### config.mk
export PLATFORM = sky130hd
export DESIGN_NAME = pipeline_skid_reg
export DESIGN_NICKNAME = d
export VERILOG_FILES = /design/src/rtl/pipeline_skid_reg.sv
export SDC_FILE = /design/constraint.sdc
export NUM_CORES = 1
export LEC_CHECK = 0
export ABC_AREA = 1
export CELL_PAD_IN_SITES_DETAIL_PLACEMENT = 1
export CELL_PAD_IN_SITES_GLOBAL_PLACEMENT = 2
export CORE_AREA = 8 8 112 114
export DETAILED_ROUTE_END_ITERATION = 8
export DIE_AREA = 0 0 120 122
export PLACE_DENSITY_LB_ADDON = 0.1
export SLEW_MARGIN = 20
export SYNTH_ARGS = -nofsm -noshare
export SYNTH_HDL_FRONTEND = slang
export SYNTH_SLANG_ARGS = --single-unit
### constraint.sdc
create_clock -name clk -period 3.59 [get_ports clk]
set_clock_uncertainty 0.2 [all_clocks]
set_input_delay 0.359 -clock clk [delete_from_list [all_inputs] [get_ports clk]]
set_output_delay 0.359 -clock clk [all_outputs]
set_load 0.01 [all_outputs]
### src/rtl/pipeline_skid_reg.sv
// Registered valid/ready stage with a skid register so in_ready never depends combinationally on out_ready.
// Latency 1 cycle from an empty stage; sustains one beat per cycle; holds up to two beats under backpressure.
module pipeline_skid_reg #(
  parameter int               WIDTH     = 32,
  parameter logic [WIDTH-1:0] RESET_VAL = '0
) (
  input  logic             clk,
  input  logic             rst,
  input  logic             in_valid,
  output logic             in_ready,
  input  logic [WIDTH-1:0] in_data,
  output logic             out_valid,
  input  logic             out_ready,
  output logic [WIDTH-1:0] out_data,
  input  logic             flush,
  output logic [1:0]       occupancy
);

  // Encoding equals the number of held beats, so occupancy is the state itself.
  typedef enum logic [1:0] {
    EMPTY = 2'd0,
    BUSY  = 2'd1,
    FULL  = 2'd2
  } state_t;

  state_t           state;
  logic [WIDTH-1:0] main_q;
  logic [WIDTH-1:0] skid_q;

  always_ff @(posedge clk or negedge rst) begin
    if (!rst) begin
      state  <= EMPTY;
      main_q <= RESET_VAL;
      skid_q <= RESET_VAL;
    end else if (flush) begin
      state  <= EMPTY;
      main_q <= RESET_VAL;
      skid_q <= RESET_VAL;
    end else begin
      case (state)
        EMPTY: begin
          if (in_valid) begin
            state  <= BUSY;
            main_q <= in_data;
          end
        end
        BUSY: begin
          case ({in_valid, out_ready})
            2'b11: main_q <= in_data;
            2'b10: begin
              state  <= FULL;
              skid_q <= in_data;
            end
            2'b01: state <= EMPTY;
            default: ;
          endcase
        end
        FULL: begin
          // in_ready is low here, so in_data is not looked at.
          if (out_ready) begin
            state  <= BUSY;
            main_q <= skid_q;
          end
        end
        default: state <= EMPTY;
      endcase
    end
  end

  assign in_ready  = (state != FULL);
  assign out_valid = (state != EMPTY);
  assign out_data  = main_q;
  assign occupancy = state;

endmodule

==> impl.org <==
** Outcome
- Run status :: finished clean

** Power
- For this design the total switching power over the nets is a little over 1 mW.
- Clk network pwr share :: roughly 22%
- Proportion of total power due to net switching :: 36.9%
- Summing internal, switching and leakage power gives 2.80 mW.
- Relative contribution of combinational cells to total power :: 40.5%
- Cell internal power was estimated by the tool at between 1.5 and 2 mW.
- Share of power burned in registers :: between 30% and 40%
- Leakage Power :: about 2.1 nW
- Maximum resistive drop on vdd :: approximately 0.00034 V
- In this run the power density over the cells is 658 nW/um^2.

** Routing
- Detailed Route Iter0 Violations :: just over 90
- Number of vias per cell :: between 4 and 5
- Avg WL per Cell :: 15.6 um
- The detail route stage leaves a number of antenna-violating nets equal to 0.
- Number of iterations in the first detailed-routing pass :: 4
- Number of remaining DRC errors :: 0
- After detailed routing, the total wire length is between 9000 and 10000 um.
- The final route contains a little under 3000 vias.

** Hold path
- Worst min path class :: reg -> reg
- Launch instance of the worst min-delay path :: out_data[21]

** STA
- For the pin with the worst max-slew slack, the measured transition is 0.885 ns.
- The worst path in the final design needs a cycle of ~2.5 ns, including I/O delays and setup.
- Fraction of the cycle the final worst path needs :: about 70%
- Setup Total Neg Slack :: 0 ns
- Based on the critical path, the design can be clocked at up to a little over 400 MHz.
- Number of pins exceeding their max-slew limit in the final report :: 0
- Setup violations remaining at the end of the flow were counted as 0.
- Setup repair after global routing left no endpoint under its margin.
- In this run the tightest slew margin relative to its limit is between 40% and 50%.
- The number of failing hold endpoints at the final stage came to 0.
- The worst path meets setup with approximately 1.1 ns of slack.

** Setup path
- Max FO, Critical Path :: 20
- Arrival @ worst endpoint :: slightly below 2 ns
- Data required time of the worst path :: roughly 3 ns
- Beginning of the worst register-to-register path :: occupancy[0]
- Class of the most critical setup path :: reg -> out
- Sort of element at the start of the critical path :: flip-flop
- STA classifies the critical path endpoint as a primary output.
- Tracing the worst setup path back leads to its startpoint at occupancy[0].

** Synth
- Cells taking the most area after synthesis :: dfrtp_1, o21ai_1, nand2_1
- Netlist cell types :: 18
- Synth top area share :: around half
- Netlist area before placement :: approximately 3300 um^2
- Synthesized netlist net count :: about 460
- After synthesis, the mean cell area works out to approximately 7.8 um^2.
- After synthesis, flip-flops and latches occupy a little over 50% of the total area.
- The synthesized design spends more area on one cell type than any other, namely dfrtp_1.
- Number of warnings issued by yosys :: 0
- Synthesis produced a netlist whose cell count is ~420.
- After synthesis the netlist holds a flip-flop and latch count of 66.

** Clocking
- Buffer depth of the longest clock path :: 2
- Clock network latency to the later pin of the worst-skew pair :: 0.35 ns
- Gates resized during post-CTS repair numbered 0.
- TritonCTS created 9 clock buffers.
- TritonCTS built the clock tree.
- Clock tree synthesis selected as its root buffer the cell clkbuf_8.
- The clock net in this run drives a total of 66 sinks.
- Htree depth :: 3
- After clock tree synthesis, the clock-pin slew on the worst setup and hold paths is ~0.08 ns.

** Final layout
- Multi-input logic area :: about 1300 um^2
- After the last flow step, the layout net total stands at ~520.
- Leaving out fill and tap cells, the most frequent cell in the layout is nand2_1.
- 0 antenna diodes ended up in the layout.
- Ratio of cells with drive above 1 in the final layout :: about 6.6%
- Summing all flip-flop and latch instances after layout gives ~1700 um^2.
- Area delta synth->final :: 30.7%
- Commonest cells after routing, fill and taps aside :: nand2_1, clkdlybuf4s50_1, dfrtp_1, o21ai_1, nor2_1
- Counting the fill cells in the layout gives ~1300.
- Cells fill 39.8% of the core in the end.

** GRT
- Number of global-route vias before repair :: roughly 3200
- Antenna violations before repair :: 0
- Total grt overflow :: 0
- Maximum number of pins on one net before global-route repair :: 67
- Wire length of the first global-routing pass :: 16400 um
- For this run, the total global-route usage over all layers was measured as between 10% and 20%.

** Floorplan
- The initial utilization of the core area, before any placement, comes to 30.5%.
- Floorplan Core Area :: between 10000 and 15000 um^2
- During I/O placement, the number of pins put on the boundary was 73.
- In this run the horizontal extent of the chip is 120 um.
- Die area :: approximately 15000 um^2
- The die is roughly 120 um tall.
- Std-Cell Rows :: 38

** Flow run
- The tool flagged a number of max-cap violations equal to 0.

** Placed design
- Detailed-placement wirelength estimate :: roughly 6300 um
- In this run the tool buffered the top-level ports with 72 buffer cells.
- Routability-driven placement finished with a final weighted congestion of between 0.7 and 0.8.
- Post-placement worst setup slack :: between 0.8 and 0.9 ns
-- flip-flops by register name, indices dropped and copies added, names as in the netlist --
signal     cells
occupancy      2
out_data      32
skid_q        32
-- cell usage after synthesis, drive strengths merged --
library cell,number
a21oi,8
buf,18
clkbuf,9
dfrtp,66
ha,5
inv,43
nand2,81
nand3,37
nand4,1
nor2,54
o21ai,95
-- critical path: stages, from the launching register on --
cell and delay (ns):
dfrtp_1 0.46, inv_1 0.11, ha_2 0.44, inv_2 0.07
clkdlybuf4s50_1 0.49
-- worst paths after layout --
kind                                end  slack, ns  depth (start not counted)
max                            in_ready       1.10                          4
min in group asynchronous  out_data[28]       0.48                          2
min                        out_data[21]       0.29                          2
max in group asynchronous    skid_q[11]       2.13                          2
max reg2reg                out_data[20]       1.31                          7
min reg2reg                out_data[21]       0.29                          2
-- per-layer routing --
layer	track usage, %	wire [um]	share of wire [%]	vias up
li1	-	-	-	1466
met1	17.1	4600	47	1424
met2	22.9	4500	46	58
met3	4.44	569	5.8	9
met4	4.45	109	1.1	0
met5	0	0	0	-
-- area by class of cell --
| type | count | area share (%) |
|---|---|---|
| Clock inverter | 5 | 1.29 |
| Clock buffer | 11 | 3.09 |
| Tap cell | 140 | 4.11 |
| Multi-Input combinational cell | 281 | 30.6 |
| Inverter | 43 | 3.79 |
| Sequential cell | 66 | 38.8 |
| Timing Repair Buffer | 80 | 18.3 |
-- through the flow --
stage,instance area (um^2),hold WS [ns],cells
3_3_place_gp,4060,0.264,609
3_5_place_dp,4060,0.273,609
6_report,4260,0.286,626
2_1_floorplan,3260,-0.137,417
4_1_cts,4260,0.291,626
5_1_grt,4260,0.317,626
-- power groups by stage --
stage | logic [mW] | registers (mW) | clock network [mW]
3_3_place_gp | 1.16 | 1.05 | 0
6_report | 1.14 | 1.04 | 0.622
2_1_floorplan | 0.524 | 1.13 | 0
3_5_place_dp | 1.17 | 1.06 | 0
4_1_cts | 1.18 | 1.05 | 0.648
5_1_grt | 1.28 | 1.07 | 0.675
-- cells by family after synthesis --
kind of cell / Yosys count / synth area share [%]
and+or+nand+nor: 173 / 22.2
DFF: 66 / 50.7
AOI/OAI and AO/OA: 103 / 15.8
adders and majority gates: 5 / 1.92
buffers and inverters: 70 / 9.41
-- timing repair --
item                                   in CTS  in global routing
hold buffers                                1                  0
setup buffers                               0                  0
endpoints found under the hold margin      66                  0
(Power assumes the default switching activity.)
